### src/rtl/uart_io_pkg.sv
// Shared types and constants for the uart_io peripheral (8N1 UART).
package lib_uart;

  localparam int unsigned UART_DATA_BITS  = 8;
  localparam int unsigned UART_FIFO_DEPTH = 4;

  typedef enum logic [1:0] {
    RX_IDLE  = 2'd0,
    RX_START = 2'd1,
    RX_DATA  = 2'd2,
    RX_STOP  = 2'd3
  } RX_STATE;

  typedef enum logic [1:0] {
    TX_IDLE  = 2'd0,
    TX_START = 2'd1,
    TX_DATA  = 2'd2,
    TX_STOP  = 2'd3
  } TX_STATE;

endpackage

### src/rtl/uart_io_if.sv
// CPU-side handshake bundle of uart_io: receive interrupt/ack and transmit request/busy.
interface uart_io_if;
  import lib_uart::*;

  logic                      irr;
  logic                      ack;
  logic [UART_DATA_BITS-1:0] rx_data;
  logic                      tx_req;
  logic [UART_DATA_BITS-1:0] tx_data;
  logic                      tx_busy;

  modport master (
    output ack, tx_req, tx_data,
    input  irr, rx_data, tx_busy
  );

  modport slave (
    input  ack, tx_req, tx_data,
    output irr, rx_data, tx_busy
  );

endinterface

### src/rtl/uart_io_tx_core.sv
// 8N1 transmitter: start bit, 8 data bits LSB first, stop bit, each CLKS_PER_BIT cycles.
module uart_tx_core
  import lib_uart::*;
#(
  parameter int unsigned CLKS_PER_BIT = 868
) (
  input  logic                      clk,
  input  logic                      reset,
  input  logic                      start,
  input  logic [UART_DATA_BITS-1:0] data,
  output logic                      busy,
  output logic                      line
);

  localparam int unsigned CW = $clog2(CLKS_PER_BIT);
  localparam logic [CW-1:0] BIT_LAST = CW'(CLKS_PER_BIT - 1);

  TX_STATE                   state_q, state_d;
  logic [CW-1:0]             baud_q, baud_d;
  logic [2:0]                bit_q, bit_d;
  logic [UART_DATA_BITS-1:0] shift_q, shift_d;
  logic                      line_q, line_d;
  logic                      busy_q, busy_d;
  logic                      bit_end;

  assign bit_end = (baud_q == BIT_LAST);

  always_comb begin
    state_d = state_q;
    baud_d  = baud_q + 1'b1;
    bit_d   = bit_q;
    shift_d = shift_q;
    line_d  = line_q;
    busy_d  = busy_q;
    unique case (state_q)
      TX_IDLE: begin
        baud_d = '0;
        bit_d  = '0;
        if (start) begin
          shift_d = data;
          line_d  = 1'b0;
          busy_d  = 1'b1;
          state_d = TX_START;
        end
      end
      TX_START: begin
        if (bit_end) begin
          baud_d  = '0;
          line_d  = shift_q[0];
          state_d = TX_DATA;
        end
      end
      TX_DATA: begin
        if (bit_end) begin
          baud_d  = '0;
          bit_d   = bit_q + 1'b1;
          shift_d = shift_q >> 1;
          if (bit_q == 3'(UART_DATA_BITS - 1)) begin
            line_d  = 1'b1;
            state_d = TX_STOP;
          end else begin
            line_d = shift_q[1];
          end
        end
      end
      TX_STOP: begin
        if (bit_end) begin
          baud_d  = '0;
          busy_d  = 1'b0;
          state_d = TX_IDLE;
        end
      end
      default: state_d = TX_IDLE;
    endcase
  end

  always_ff @(posedge clk) begin
    if (reset) begin
      state_q <= TX_IDLE;
      baud_q  <= '0;
      bit_q   <= '0;
      shift_q <= '0;
      line_q  <= 1'b1;
      busy_q  <= 1'b0;
    end else begin
      state_q <= state_d;
      baud_q  <= baud_d;
      bit_q   <= bit_d;
      shift_q <= shift_d;
      line_q  <= line_d;
      busy_q  <= busy_d;
    end
  end

  assign busy = busy_q;
  assign line = line_q;

endmodule

### src/rtl/uart_io.sv
// 8N1 UART between CPU and board pins. Define UART_RX_FIFO_EN for a 4-entry receive FIFO
// instead of the single holding register.
module uart_io
  import lib_uart::*;
#(
  parameter int unsigned CLKS_PER_BIT = 868
) (
  input  logic      clk,
  input  logic      reset,
  input  logic      uart_rx,
  output logic      uart_tx,
  uart_io_if.slave  cpu
);

  localparam int unsigned CW = $clog2(CLKS_PER_BIT);
  localparam logic [CW-1:0] BIT_LAST  = CW'(CLKS_PER_BIT - 1);
  localparam logic [CW-1:0] HALF_LAST = CW'(CLKS_PER_BIT / 2 - 1);

  logic ack_q, tx_req_q;
  logic ack_rise, tx_start, tx_busy;
  logic rx_meta_q, rx_sync_q;

  always_ff @(posedge clk) begin
    if (reset) begin
      ack_q     <= 1'b0;
      tx_req_q  <= 1'b0;
      rx_meta_q <= 1'b1;
      rx_sync_q <= 1'b1;
    end else begin
      ack_q     <= cpu.ack;
      tx_req_q  <= cpu.tx_req;
      rx_meta_q <= uart_rx;
      rx_sync_q <= rx_meta_q;
    end
  end

  assign ack_rise = cpu.ack & ~ack_q;
  assign tx_start = cpu.tx_req & ~tx_req_q & ~tx_busy;

  uart_tx_core #(
    .CLKS_PER_BIT (CLKS_PER_BIT)
  ) u_tx_core (
    .clk   (clk),
    .reset (reset),
    .start (tx_start),
    .data  (cpu.tx_data),
    .busy  (tx_busy),
    .line  (uart_tx)
  );

  assign cpu.tx_busy = tx_busy;

  // Receiver
  RX_STATE                   rx_state_q, rx_state_d;
  logic [CW-1:0]             rx_baud_q, rx_baud_d;
  logic [2:0]                rx_bit_q, rx_bit_d;
  logic [UART_DATA_BITS-1:0] rx_shift_q, rx_shift_d;
  logic                      rx_ferr_q, rx_ferr_d;
  logic                      deliver;
  logic                      rx_bit_end;

  assign rx_bit_end = (rx_baud_q == BIT_LAST);

  always_comb begin
    rx_state_d = rx_state_q;
    rx_baud_d  = rx_baud_q + 1'b1;
    rx_bit_d   = rx_bit_q;
    rx_shift_d = rx_shift_q;
    rx_ferr_d  = rx_ferr_q;
    deliver    = 1'b0;
    unique case (rx_state_q)
      RX_IDLE: begin
        rx_baud_d = '0;
        rx_bit_d  = '0;
        rx_ferr_d = 1'b0;
        if (!rx_sync_q) rx_state_d = RX_START;
      end
      RX_START: begin
        if (rx_baud_q == HALF_LAST) begin
          rx_baud_d  = '0;
          rx_state_d = rx_sync_q ? RX_IDLE : RX_DATA;
        end
      end
      RX_DATA: begin
        if (rx_bit_end) begin
          rx_baud_d  = '0;
          rx_shift_d = {rx_sync_q, rx_shift_q[UART_DATA_BITS-1:1]};
          rx_bit_d   = rx_bit_q + 1'b1;
          if (rx_bit_q == 3'(UART_DATA_BITS - 1)) rx_state_d = RX_STOP;
        end
      end
      RX_STOP: begin
        // After a framing error, hold here until the line returns high.
        if (rx_ferr_q) begin
          rx_baud_d = '0;
          if (rx_sync_q) rx_state_d = RX_IDLE;
        end else if (rx_bit_end) begin
          rx_baud_d = '0;
          if (rx_sync_q) begin
            deliver    = 1'b1;
            rx_state_d = RX_IDLE;
          end else begin
            rx_ferr_d = 1'b1;
          end
        end
      end
      default: rx_state_d = RX_IDLE;
    endcase
  end

  always_ff @(posedge clk) begin
    if (reset) begin
      rx_state_q <= RX_IDLE;
      rx_baud_q  <= '0;
      rx_bit_q   <= '0;
      rx_shift_q <= '0;
      rx_ferr_q  <= 1'b0;
    end else begin
      rx_state_q <= rx_state_d;
      rx_baud_q  <= rx_baud_d;
      rx_bit_q   <= rx_bit_d;
      rx_shift_q <= rx_shift_d;
      rx_ferr_q  <= rx_ferr_d;
    end
  end

`ifdef UART_RX_FIFO_EN
  logic [UART_DATA_BITS-1:0] fifo_q [UART_FIFO_DEPTH];
  logic [1:0]                wptr_q, rptr_q;
  logic [2:0]                count_q;
  logic                      push, pop;

  assign push = deliver && (count_q != 3'(UART_FIFO_DEPTH));
  assign pop  = ack_rise && (count_q != 3'd0);

  always_ff @(posedge clk) begin
    if (reset) begin
      for (int i = 0; i < int'(UART_FIFO_DEPTH); i++) fifo_q[i] <= '0;
      wptr_q  <= '0;
      rptr_q  <= '0;
      count_q <= '0;
    end else begin
      if (push) begin
        fifo_q[wptr_q] <= rx_shift_q;
        wptr_q         <= wptr_q + 1'b1;
      end
      if (pop) rptr_q <= rptr_q + 1'b1;
      count_q <= count_q + {2'b00, push} - {2'b00, pop};
    end
  end

  assign cpu.irr     = (count_q != 3'd0);
  assign cpu.rx_data = fifo_q[rptr_q];
`else
  logic                      irr_q, irr_d;
  logic [UART_DATA_BITS-1:0] rx_data_q, rx_data_d;

  // A byte arriving while one is pending is dropped unless the ack edge frees the slot.
  always_comb begin
    irr_d     = irr_q;
    rx_data_d = rx_data_q;
    if (deliver && (!irr_q || ack_rise)) begin
      irr_d     = 1'b1;
      rx_data_d = rx_shift_q;
    end else if (ack_rise) begin
      irr_d = 1'b0;
    end
  end

  always_ff @(posedge clk) begin
    if (reset) begin
      irr_q     <= 1'b0;
      rx_data_q <= '0;
    end else begin
      irr_q     <= irr_d;
      rx_data_q <= rx_data_d;
    end
  end

  assign cpu.irr     = irr_q;
  assign cpu.rx_data = rx_data_q;
`endif

endmodule

### src/flat_wrapper.sv
// flat-port wrapper written by rule: the top's interface ports become plain ports
module uart_io_flat import lib_uart::*;
#(
  parameter int unsigned CLKS_PER_BIT = 868
)
  (clk, reset, uart_rx, uart_tx, cpu_ack, cpu_tx_req, cpu_tx_data, cpu_irr, cpu_rx_data, cpu_tx_busy);
  uart_io_if cpu_i ();
  input  logic clk;
  input  logic reset;
  input  logic uart_rx;
  output logic uart_tx;
  input wire logic [$bits(cpu_i.ack)-1:0] cpu_ack;
  input wire logic [$bits(cpu_i.tx_req)-1:0] cpu_tx_req;
  input wire logic [$bits(cpu_i.tx_data)-1:0] cpu_tx_data;
  output wire logic [$bits(cpu_i.irr)-1:0] cpu_irr;
  output wire logic [$bits(cpu_i.rx_data)-1:0] cpu_rx_data;
  output wire logic [$bits(cpu_i.tx_busy)-1:0] cpu_tx_busy;
  assign cpu_i.ack = cpu_ack;
  assign cpu_i.tx_req = cpu_tx_req;
  assign cpu_i.tx_data = cpu_tx_data;
  assign cpu_irr = cpu_i.irr;
  assign cpu_rx_data = cpu_i.rx_data;
  assign cpu_tx_busy = cpu_i.tx_busy;
  uart_io #(.CLKS_PER_BIT(CLKS_PER_BIT)) u_core (.clk(clk), .reset(reset), .uart_rx(uart_rx), .uart_tx(uart_tx), .cpu(cpu_i));
endmodule
### config.mk
export PLATFORM = sky130hd
export DESIGN_NAME = uart_io_flat
export DESIGN_NICKNAME = d
export VERILOG_FILES = /design/src/rtl/uart_io_pkg.sv /design/src/rtl/uart_io_if.sv /design/src/rtl/uart_io_tx_core.sv /design/src/rtl/uart_io.sv /design/src/flat_wrapper.sv
export SDC_FILE = /design/constraint.sdc
export NUM_CORES = 1
export LEC_CHECK = 0
export ABC_AREA = 0
export CORE_UTILIZATION = 45
export CTS_CLUSTER_SIZE = 12
export DETAILED_ROUTE_END_ITERATION = 6
export GPL_TIMING_DRIVEN = 0
export HOLD_SLACK_MARGIN = 0.03
export PLACE_DENSITY = 0.76
export SLEW_MARGIN = 5
export SYNTH_ARGS = -nofsm -noshare
export SYNTH_HDL_FRONTEND = slang
export SYNTH_SLANG_ARGS = --single-unit
export TNS_END_PERCENT = 50
### constraint.sdc
create_clock -name clk -period 2 [get_ports clk]
set_clock_uncertainty 0.2 [all_clocks]
set_input_delay 0.5 -clock clk [delete_from_list [all_inputs] [get_ports clk]]
set_output_delay 0.5 -clock clk [all_outputs]
set_load 0.005 [all_outputs]
; ---- Word level (Yosys, flattened, before mapping)
; Index checks and enable logic that the tools add are counted.
; Widths: inputs -> output; s select.
[totals]
ff_bits = 62
latchBits = 0
ram_bits = 0
romBits = 0
in_bits = 13
out_inout_bits = 11
n_memories = 0
[op_classes]
n_addsub = 4
n_mul = 0
n_div = 0
order_cmp = 0
n_eq_ne = 21
n_shift = 0
muxes = 46
bitwise = 6
n_reduce_logical = 20
[ops]
columns = operator, n
row1 = $mux 10, 4
row2 = $pmux 10 s4, 1
row3 = $mux 2, 13
row4 = $add 10x1->10 const B, 2
row5 = $eq 10x10->1 const B, 2
row6 = $pmux 10 s2, 1
row7 = $mux 8, 2
row8 = $pmux 2 s4, 2
row9 = $pmux 8 s2, 1
row10 = $mux 1, 15
row11 = $pmux 3 s2, 2
row12 = $eq 10x9->1 const B, 1
row13 = $ne 2x2->1 const B, 5
row14 = $reduce_and 5->1, 2
row15 = $reduce_bool 2->1, 5
row16 = $eq 2x2->1 const B, 4
row17 = $ne 2x1->1 const B, 4
row18 = $add 3x1->3 const B, 2
row19 = $eq 3x3->1 const B, 2
row20 = $mux 3, 2
row21 = $reduce_and 2->1, 3
row22 = $reduce_and 3->1, 2
row23 = $eq 2x1->1 const B, 2
row24 = $logic_not 2->1, 2
row25 = 11 further kinds, 16

; ---- Longest topological paths before layout
; Gate-level depths: netlist (run 1).
[logic_depth]
depth_word = 6
depth_mapped = 8
mapped_depth_nobuf = 6

; ---- Cells and area by module
; A second synthesis (run 1) with hierarchy kept.
[hier_totals]
hier_cells = 300
hier_area_um2 = 2810.2
[by_module_without_submodules]
columns = module, instances, cells_per_inst, area_per_inst_um2
row1 = uart_io, 1, 167, 1534.0
row2 = uart_tx_core, 1, 133, 1276.2

; ---- Worst setup path before layout (run 1)
; OpenSTA, ideal clock, no wires.
[synth_path]
kind = register -> register
start = register u_core.u_tx_core.state_q[0]
end = register u_core.u_tx_core.shift_q[3]
arrival_ns = 1.710
setup_slack_ns = 0.002
stages_incl_launch_ff = 9
synth_period_minus_slack_ns = 1.998
path_cell_list = dfxtp_1 -> inv_1 -> ha_1 -> clkbuf_8 -> inv_1 -> o41ai_4 -> buf_6 -> a21oi_1 -> a311oi_2
[synth_via]
elab_chain_cells = 3
word_cells_on_any_way = 7
cone_classes = 3 x eq/ne / 1 x mux / 3 x reduce/logical
[synth_lines]
columns = element, line_no
row1 = start: declaration, uart_io_tx_core.sv:18  ; TX_STATE state_q, state_d;
row2 = start signal: assignment, uart_io_tx_core.sv:86  ; state_q <= state_d;
row3 = $eq 2x2->1 / $logic_not 2->1 (equally long branches), uart_io_tx_core.sv:35  ; unique case (state_q)
row4 = $ne 2x2->1 (no source line) (tied with other cells), n/a
row5 = $reduce_and 3->1 (no source line), n/a
row6 = end signal: assignment, uart_io_tx_core.sv:89  ; shift_q <= shift_d;
row7 = end: declaration, uart_io_tx_core.sv:21  ; logic [UART_DATA_BITS-1:0] shift_q, shift_d;
; Parallel ways exist; a longest one is shown, timed or not.
; A chain may end at the register's enable or synchronous reset.

; ---- Worst setup path in the final report (run 1)
[layout_path]
start = register u_core.u_tx_core.state_q[1]
end = register u_core.u_tx_core.shift_q[6]
; Same word-level chain as after synthesis.

==> flow_metrics.tcl, run 1 <==
set metrics [dict create \
    num-nets-final 410 \
    die_h_um 83.74 \
    yosys_register_bits 62 \
    crit_required_ns 2.05 \
    syn-cell-area_um2 3007 \
    io_pins 24 \
    remaining_drc_errors 0 \
    crit_fanout 5 \
    p_leak_uw 0.001410 \
    synth_edf_count 0 \
    vias 2626 \
    dieArea_um2 7012 \
    drv_cap 0 \
    finalCoreUtilization 0.5984 \
    cp_slowest_cell "dfxtp_4" \
    final_common_cell "dfxtp_1" \
    final_area_um2 3821 \
    die_x_um 83.74 \
    areaGrowthSynthToFinish_pct 27.09 \
    ant_nets 0 \
    drt_pass1_iterations 5 \
    grt_pass1_wl_mm 11.03 \
    worst_slew_pin_slew_ns 0.5929 \
    multi_input_area_um2 1732 \
    dp_hpwl_mm 4.313 \
    relSlewSlack 0.6047 \
    avgSynthCellArea_um2 9.083 \
    timing.final.crit_share 0.9980 \
    grt_max_degree 11 \
    holdBufCountCts 0 \
    cpPeakStageDelay_ns 0.39 \
    num_rows 29 \
    finalHoldWorstSlack_ns 0.2329 \
    drive_gt1_frac 0.2228 \
    globalplace.congestion 0.8753 \
    ys_async_sr_fraction 0 \
    setup_viol 0 \
    finalHoldViolCount 0 \
    final_cell_mix "52 x dfxtp_1, 32 x nor2_1, 29 x a21oi_1, 27 x nand3_1, 21 x clkdlybuf4s50_1" \
    crit_family "compound AO/OA/AOI/OAI gates" \
    io_buffer_count 22 \
    crit_type "reg -> reg" \
    htreeDepth 3 \
    placed_cells 430 \
    drt-initial-drc-count 172 \
    antenna_cells 0 \
    ir_drop_v 0.0007131 \
    first_global_vias 2387 \
    clockBufferDepth 2 \
    timing.fmax_mhz 501.0 \
    vias_per_cell 5.672 \
    min_path_type "reg -> reg" \
    finalCriticalPeriod_ns 1.996 \
    crit_arrival_ns 2.05 \
    antenna_found_initial 0 \
    layout.area.seq_um2 1259 \
    wl_per_cell_um 15.00 \
    wl_mm 6.946 \
    core_um2 6386 \
    crit_path_end_kind "register" \
    ys_seq_area_frac 0.4128 \
    critPathLaunchType "register" \
    track_usage 0.1984 \
    path_clk_slew_ns 0.07 \
    cts-root-buf "clkbuf_8" \
    synth_cell_types 53 \
    numCtsBuffers 9 \
    crit_chain "ha_4 -> buf_8 -> clkinvlp_4 -> o41ai_4 -> buf_4 -> buf_6 -> a21oi_1 -> a311oi_2" \
    cp.buffers_inverters 4 \
    synth.net_count 360 \
    synth_flop_cell "dfxtp_1" \
    nFillCells 536 \
    grt-ovfl-total 0 \
    initial_utilization 0.4708 \
    place_area_um2 3323 \
    status "completed" \
    fin_cells 463 \
    ys_warn_count 0 \
    clock_latency_ns 0.35 \
    power_density_nw_per_um2 1051 \
    cts_tree "built" \
    netlist_instances 331 \
    rsz0062_at_grt "yes" \
    numClockSinks 62 \
    slew_violations 0 \
]
-- path summary, 6_finish.rpt --
check | from | to | slack [ns] | depth (start not counted)
setup / recovery | u_core.u_tx_core.state_q[1] | u_core.u_tx_core.shift_q[6] | 0.004 | 8
setup reg to reg | u_core.u_tx_core.state_q[1] | u_core.u_tx_core.shift_q[6] | 0.004 | 8
hold / removal | u_core.rx_meta_q | u_core.rx_sync_q | 0.23 | 1
hold reg to reg | u_core.rx_meta_q | u_core.rx_sync_q | 0.23 | 1
-- worst register-to-register path, stage by stage, from the launching register on --
cell,delay [ns]
dfxtp_4,0.39
ha_4,0.15
buf_8,0.11
clkinvlp_4,0.12
o41ai_4,0.35
buf_4,0.20
buf_6,0.11
a21oi_1,0.08
a311oi_2,0.21
-- stage by stage --
step                TNS (ns)  total power [µW]  setup slack, ns
finish                     0              4016         0.004031
global route         -0.3069              4220         -0.06485
CTS                 -0.01187              3678        -0.007868
detailed placement    -11.83              2448          -0.5815
global placement      -9.556              2426          -0.5575
floorplan                  0              2221         0.001787
-- repair_timing --
item	CTS	global route
gates cloned	0	0
pin swaps	4	10
gates resized for setup	15	38
buffers inserted	9	8
endpoints found under the setup margin	47	47
-- registers in the layout, summed over array words and instances, names as in the netlist, named ones only --
| register | flops |
|---|---|
| u_core.rx_shift_q | 8 |
| u_core.rx_baud_q | 10 |
| u_core.u_tx_core.baud_q | 10 |
| u_core.cpu.rx_data | 8 |
| u_core.rx_bit_q | 3 |
| u_core.u_tx_core.state_q | 2 |
| u_core.u_tx_core.shift_q | 8 |
| u_core.rx_ferr_q | 1 |
| u_core.tx_req_q | 1 |
| u_core.cpu.irr | 1 |
| u_core.rx_state_q | 1 |
| u_core.ack_q | 1 |
| u_core.rx_sync_q | 1 |
| u_core.rx_meta_q | 1 |
| u_core.u_tx_core.bit_q | 3 |
| u_core.u_tx_core.line | 1 |
| u_core.u_tx_core.busy | 1 |
-- report_power, final --
part	switching, µW	internal (µW)	leakage, µW
registers	102	1370	0.000508
logic	722	769	0.000805
clock network	484	567	0.0000968
total	1310	2710	0.00141
-- synth_stat cells, types with 3 or more instances --
cell	n	area (µm²)
a21oi_1	31	155.2
a311oi_1	5	43.79
a31oi_1	3	18.77
a32oi_1	4	35.03
and3_1	3	18.77
buf_2	5	25.02
clkbuf_1	3	11.26
clkbuf_8	4	55.05
dfxtp_1	62	1241
ha_1	16	200.2
inv_1	13	48.80
mux2i_1	9	90.09
nand2_1	19	71.32
nand3_1	28	140.1
nand4_1	7	43.79
nor2_1	32	120.1
nor2b_1	4	25.02
nor3_1	6	30.03
o211ai_1	3	22.52
o21ai_0	16	80.08
or2_2	3	18.77
xnor2_1	7	61.31
xor2_1	9	78.83
-- layout make-up --
cell class	instances	share of cell area
inverter	13	0.01441
clock buffer	11	0.03438
tap	77	0.02521
sequential	62	0.3294
multi-input combinational	240	0.4532
buffer	16	0.03340
clock inverter	5	0.01310
timing repair buffer	39	0.09692
-- kinds of logic after synthesis --
family,synth area share
flip-flops,0.4128
multiplexers,0.02996
AND/OR/NAND/NOR,0.2131
XOR/XNOR,0.04661
AO/OA/AOI/OAI,0.1744
adder cells (fa/ha/maj),0.06658
buffers and inverters,0.05659
-- layer usage --
metal | wire length, µm | up-vias | GRT usage
met1 | 3037 | 1254 | 0.2517
met4 | 130 | 0 | 0.07550
met3 | 336 | 15 | 0.06330
li1 | - | 1291 | -
met5 | 0 | - | 0
met2 | 3441 | 66 | 0.3141
Note: power is estimated with default switching activity, not from simulation.
==> run 2, diff against run 1 <==
Settings changed: CTS_BUF_LIST set to sky130_fd_sc_hd__clkbuf_8 sky130_fd_sc_hd__clkbuf_16, CTS_CLUSTER_SIZE 12 to 8.
==> run 2 against run 1 <==
  * Sequential power about the same
  * First-iteration DRC count down 0.58%
  * Non-clock buffer count unchanged
  * Die area unchanged
  * Register-to-register slack about the same
  * Routed wire length hardly changed
  * Total power fell by 0.25%
  * Sequential cell count unchanged
  * Worst hold slack about the same
  * Maximum frequency barely moved
  * Critical path type unchanged
  * Largest power group unchanged
  * Highest routed layer unchanged
==> flow_metrics.tcl, run 2 (synthesized netlist as in run 1, its figures left out) <==
set metrics [dict create \
    status "completed" \
    min_path_type "reg -> reg" \
    ant_nets 0 \
    core_um2 6386 \
    timing.fmax_mhz 501.0 \
    grt_max_degree 11 \
    top_regs "u_core.rx_baud_q: 10 flops, u_core.u_tx_core.baud_q: 10 flops" \
    relSlewSlack 0.6051 \
    swShare 0.3266 \
    final_common_cell "dfxtp_1" \
    p_sw_uw 1308 \
    crit_arrival_ns 2.05 \
    wl_mm 6.947 \
    clock_latency_ns 0.35 \
    slew_violations 0 \
    holdBufCountCts 0 \
    cts-root-buf "clkbuf_8" \
    vias 2625 \
    antenna_cells 0 \
    dieArea_um2 7012 \
    antenna_found_initial 0 \
    wl_per_cell_um 15.00 \
    p_leak_uw 0.001419 \
    critPathLaunchType "register" \
    timing.final.crit_share 0.9981 \
    fin_tns_setup_ns 0 \
    ir_drop_v 0.0007130 \
    final_cell_mix "52 x dfxtp_1, 32 x nor2_1, 29 x a21oi_1, 27 x nand3_1, 21 x clkdlybuf4s50_1" \
    globalplace.congestion 0.8753 \
    pwr-share-clk 0.260 \
    vias_per_cell 5.670 \
    numClockSinks 62 \
    remaining_drc_errors 0 \
    crit_fanout 5 \
    clockBufferDepth 2 \
    worst_slew_pin_slew_ns 0.5923 \
    p_int_uw 2698 \
    path_clk_slew_ns 0.07 \
    grt-ovfl-total 0 \
    cts_tree "built" \
    nFillCells 536 \
    areaGrowthSynthToFinish_pct 27.09 \
    setup_viol 0 \
    drive_gt1_frac 0.2228 \
    power_density_nw_per_um2 1049 \
    crit_required_ns 2.05 \
    io_pins 24 \
    pwr-share-comb 0.372 \
    drt-initial-drc-count 171 \
    rsz0062_at_grt "yes" \
    placed_cells 430 \
    crit_type "reg -> reg" \
    drv_cap 0 \
    finalHoldViolCount 0 \
    track_usage 0.1984 \
    num_rows 29 \
    pwr-share-seq 0.368 \
    first_global_vias 2387 \
    dp_hpwl_mm 4.313 \
    num-nets-final 410 \
    die_h_um 83.74 \
    fin_cells 463 \
    finalCriticalPeriod_ns 1.996 \
    grt_pass1_wl_mm 11.03 \
    io_buffer_count 22 \
    crit_path_end_kind "register" \
    htreeDepth 3 \
    initial_utilization 0.4708 \
    die_x_um 83.74 \
    drt_pass1_iterations 5 \
    numCtsBuffers 9 \
]
[run 2: area by class of cell]
class                   count  area (µm²)  area share
inverters                  13       55.05     0.01441
well taps                  77       96.34     0.02521
clock inverters             7       57.56     0.01506
plain buffers              16       127.6     0.03340
multi-input cells         240        1732      0.4532
repair buffers             39       370.4     0.09692
flip-flops and latches     62        1259      0.3294
clock buffers               9       123.9     0.03242
[run 2: worst paths after layout]
| kind | start | endpoint | slack [ns] | cells after the start |
|---|---|---|---|---|
| worst max-delay path | u_core.u_tx_core.state_q[1] | u_core.u_tx_core.shift_q[6] | 0.004 | 8 |
| worst min-delay path | u_core.rx_meta_q | u_core.rx_sync_q | 0.23 | 1 |
| worst max register to register | u_core.u_tx_core.state_q[1] | u_core.u_tx_core.shift_q[6] | 0.004 | 8 |
| worst min register to register | u_core.rx_meta_q | u_core.rx_sync_q | 0.23 | 1 |
[run 2: worst max-delay path: stages (launching register included)]
cell	delay, ns
dfxtp_4	0.39
ha_4	0.15
buf_8	0.11
clkinvlp_4	0.12
o41ai_4	0.35
buf_4	0.20
buf_6	0.11
a21oi_1	0.08
a311oi_2	0.21
[run 2: power by group through the flow]
stage | Combinational (µW) | Clock, µW | Sequential, µW
after floorplan | 766 | 0 | 1460
after global placement | 957 | 0 | 1470
after detailed placement | 973 | 0 | 1480
after CTS | 1150 | 1070 | 1450
after global routing | 1590 | 1130 | 1490
final | 1490 | 1040 | 1470
[run 2: what timing repair did]
action | 4_1_cts | 5_1_grt
pin swaps | 4 | 10
buffers inserted | 9 | 8
setup endpoints to repair | 47 | 47
resized for setup | 15 | 38
[run 2: through the flow]
stage / setup WS (ns) / hold slack (ns) / utilization / cell area (µm²) / total power [µW]
floorplan: 0.001787 / 0.1895 / - / 3007 / 2221
global route: -0.06485 / 0.2654 / 0.5984 / 3821 / 4210
global placement: -0.5575 / 0.2002 / 0.5204 / 3323 / 2426
CTS: -0.008190 / 0.2242 / 0.5650 / 3608 / 3669
finish: 0.003813 / 0.2327 / 0.5984 / 3821 / 4007
detailed placement: -0.5815 / 0.2116 / 0.5204 / 3323 / 2448
[run 2: per-layer routing]
metal  share of wire  vias up  track usage
met1            0.44     1253       0.2517
met4           0.019        0      0.07550
li1                -     1291            -
met3           0.049       17      0.06330
met2            0.49       64       0.3141
met5               0        -            0
==> run 3, diff against run 2 <==
Settings changed: CORE_UTILIZATION 45 to 51, PLACE_DENSITY 0.76 to 0.83.
==> run 3 against run 2 <==
  * The flow now finishes with violations (setup timing)
  * Die area decreased by 11%
  * Worst hold slack got worse by 0.018 ns
  * Sequential share of layout area increased by 0.34 points
  * Final cell count decreased by 1.3%
  * Sequential power about the same
  * Clock power increased by 13%
  * First-iteration DRC count increased by 5.3%
  * Global-route usage increased by 3.0 points
  * Critical path depth unchanged
  * Count of clock-buffer cells in the layout increased by 2
  * Via count increased by 1.0%
  * Critical path type unchanged
  * Critical endpoint is now u_core.u_tx_core.shift_q[1]
==> flow_metrics.tcl, run 3 (synthesized netlist as in run 1, its figures left out) <==
set metrics [dict create \
    antenna_found_initial 0 \
    crit_type "reg -> reg" \
    holdBufCountCts 0 \
    relSlewSlack 0.6438 \
    min_path_type "reg -> reg" \
    num_rows 27 \
    cpPeakStageDelay_ns 0.55 \
    areaGrowthSynthToFinish_pct 25.43 \
    drt_pass1_iterations 4 \
    timing.final.crit_share 1.059 \
    place_area_um2 3317 \
    clock_latency_ns 0.36 \
    drt-initial-drc-count 180 \
    crit_fanout 4 \
    finalHoldViolCount 0 \
    critPathLaunchType "register" \
    cts-root-buf "clkbuf_8" \
    io_pins 24 \
    dp_hpwl_mm 4.295 \
    wl_mm 6.746 \
    slew_violations 0 \
    wl_met1_mm 2.925 \
    power_density_nw_per_um2 1059 \
    wl_per_cell_um 14.76 \
    globalplace.congestion 0.9134 \
    antenna_cells 0 \
    routed.top_layer "met4" \
    cp_slowest_cell "o41ai_4" \
    num-nets-final 409 \
    cts_tree "built" \
    finalCriticalPeriod_ns 2.117 \
    track_usage 0.2281 \
    die_x_um 78.78 \
    final_common_cell "dfxtp_1" \
    timing.fmax_mhz 472.3 \
    numClockSinks 62 \
    place_ws_ns -0.6009 \
    remaining_drc_errors 0 \
    die_h_um 78.78 \
    total_power_uw 3992 \
    nFillCells 460 \
    drive_gt1_frac 0.1974 \
    crit_chain "inv_4 -> ha_4 -> buf_8 -> clkinvlp_4 -> o41ai_4 -> buf_4 -> a21oi_2 -> a311oi_1" \
    htreeDepth 3 \
    rsz0062_at_grt "yes" \
    top_regs "u_core.rx_baud_q: 10 flops, u_core.u_tx_core.baud_q: 10 flops" \
    status "finished with violations" \
    initial_utilization 0.5361 \
    ir_drop_v 0.0007319 \
    violations "setup timing" \
    dieArea_um2 6206 \
    core_um2 5608 \
    finalCoreUtilization 0.6725 \
    p_leak_uw 0.001393 \
    final_area_um2 3771 \
    vias_per_cell 5.803 \
    final_cell_mix "55 x dfxtp_1, 32 x nor2_1, 28 x nand3_1, 28 x a21oi_1, 21 x clkdlybuf4s50_1" \
    drv_cap 0 \
    fin_tns_setup_ns -0.5159 \
    crit_path_end_kind "register" \
    crit_arrival_ns 2.18 \
    io_buffer_count 22 \
    grt_max_degree 12 \
    grt-ovfl-total 0 \
    grt_pass1_wl_mm 10.92 \
    ant_nets 0 \
    clockBufferDepth 2 \
    path_clk_slew_ns 0.08 \
    worst_slew_pin_slew_ns 0.5342 \
    wl_met2_mm 3.344 \
    dr_wl_met3_um 294 \
    numCtsBuffers 9 \
    vias 2652 \
    setup_viol 8 \
    setup_ws_ns -0.1174 \
    first_global_vias 2471 \
    crit_required_ns 2.07 \
]
-- run 3: cell count changes in the layout (fill, tap and decap cells not counted), sizes merged --
| cell | before | now |
|---|---|---|
| clkinv | 4 | 1 |
| clkinvlp | 1 | 4 |
| inv | 14 | 12 |
| clkbuf | 16 | 18 |
| buf | 26 | 25 |
-- run 3: critical path, delay by kind of cell (launching register included) --
| family | cells | cell delay (ns) |
|---|---|---|
| buf+inv | 4 | 0.50 |
| compound gates | 3 | 0.84 |
| fa+ha+maj | 1 | 0.13 |
| flops | 1 | 0.37 |
-- run 3: path summary, 6_finish.rpt --
kind / startpoint / to / slack, ns / depth (start not counted)
setup / recovery: u_core.u_tx_core.state_q[0] / u_core.u_tx_core.shift_q[1] / -0.12 / 8
hold / removal: u_core.rx_meta_q / u_core.rx_sync_q / 0.21 / 1
setup reg to reg: u_core.u_tx_core.state_q[0] / u_core.u_tx_core.shift_q[1] / -0.12 / 8
hold reg to reg: u_core.rx_meta_q / u_core.rx_sync_q / 0.21 / 1
-- run 3: final cells by class --
| cell class | instances | area, µm² | area share |
|---|---|---|---|
| Timing Repair Buffer | 38 | 346.6 | 0.09190 |
| Inverter | 13 | 55.05 | 0.01460 |
| Tap cell | 72 | 90.09 | 0.02389 |
| Clock buffer | 11 | 151.4 | 0.04015 |
| Multi-Input combinational cell | 240 | 1688 | 0.4476 |
| Clock inverter | 5 | 57.56 | 0.01526 |
| Sequential cell | 62 | 1255 | 0.3328 |
| Buffer | 16 | 127.6 | 0.03384 |
-- run 3: routing by layer --
layer  GRT usage  vias to the layer above
li1            -                     1283
met1      0.2685                     1285
met2      0.3922                       68
met3     0.03448                       16
met4      0.1333                        0
met5           0                        -
-- run 3: repair_timing --
| item | CTS | global route |
|---|---|---|
| gates resized for setup | 12 | 29 |
| pin swaps | 8 | 9 |
| endpoints found under the setup margin | 43 | 53 |
| buffers inserted | 8 | 8 |
-- run 3: power breakdown --
group	switching [µW]	internal (µW)	leakage [µW]
Clock	527	640	0.0000976
Combinational	661	672	0.000789
Sequential	119	1370	0.000507
-- run 3: metrics by stage --
stage,hold slack [ns],std cells
3_5_place_dp,0.1981,425
5_1_grt,0.2225,457
3_3_place_gp,0.2025,425
6_report,0.2143,457
2_1_floorplan,0.1895,331
4_1_cts,0.2159,449
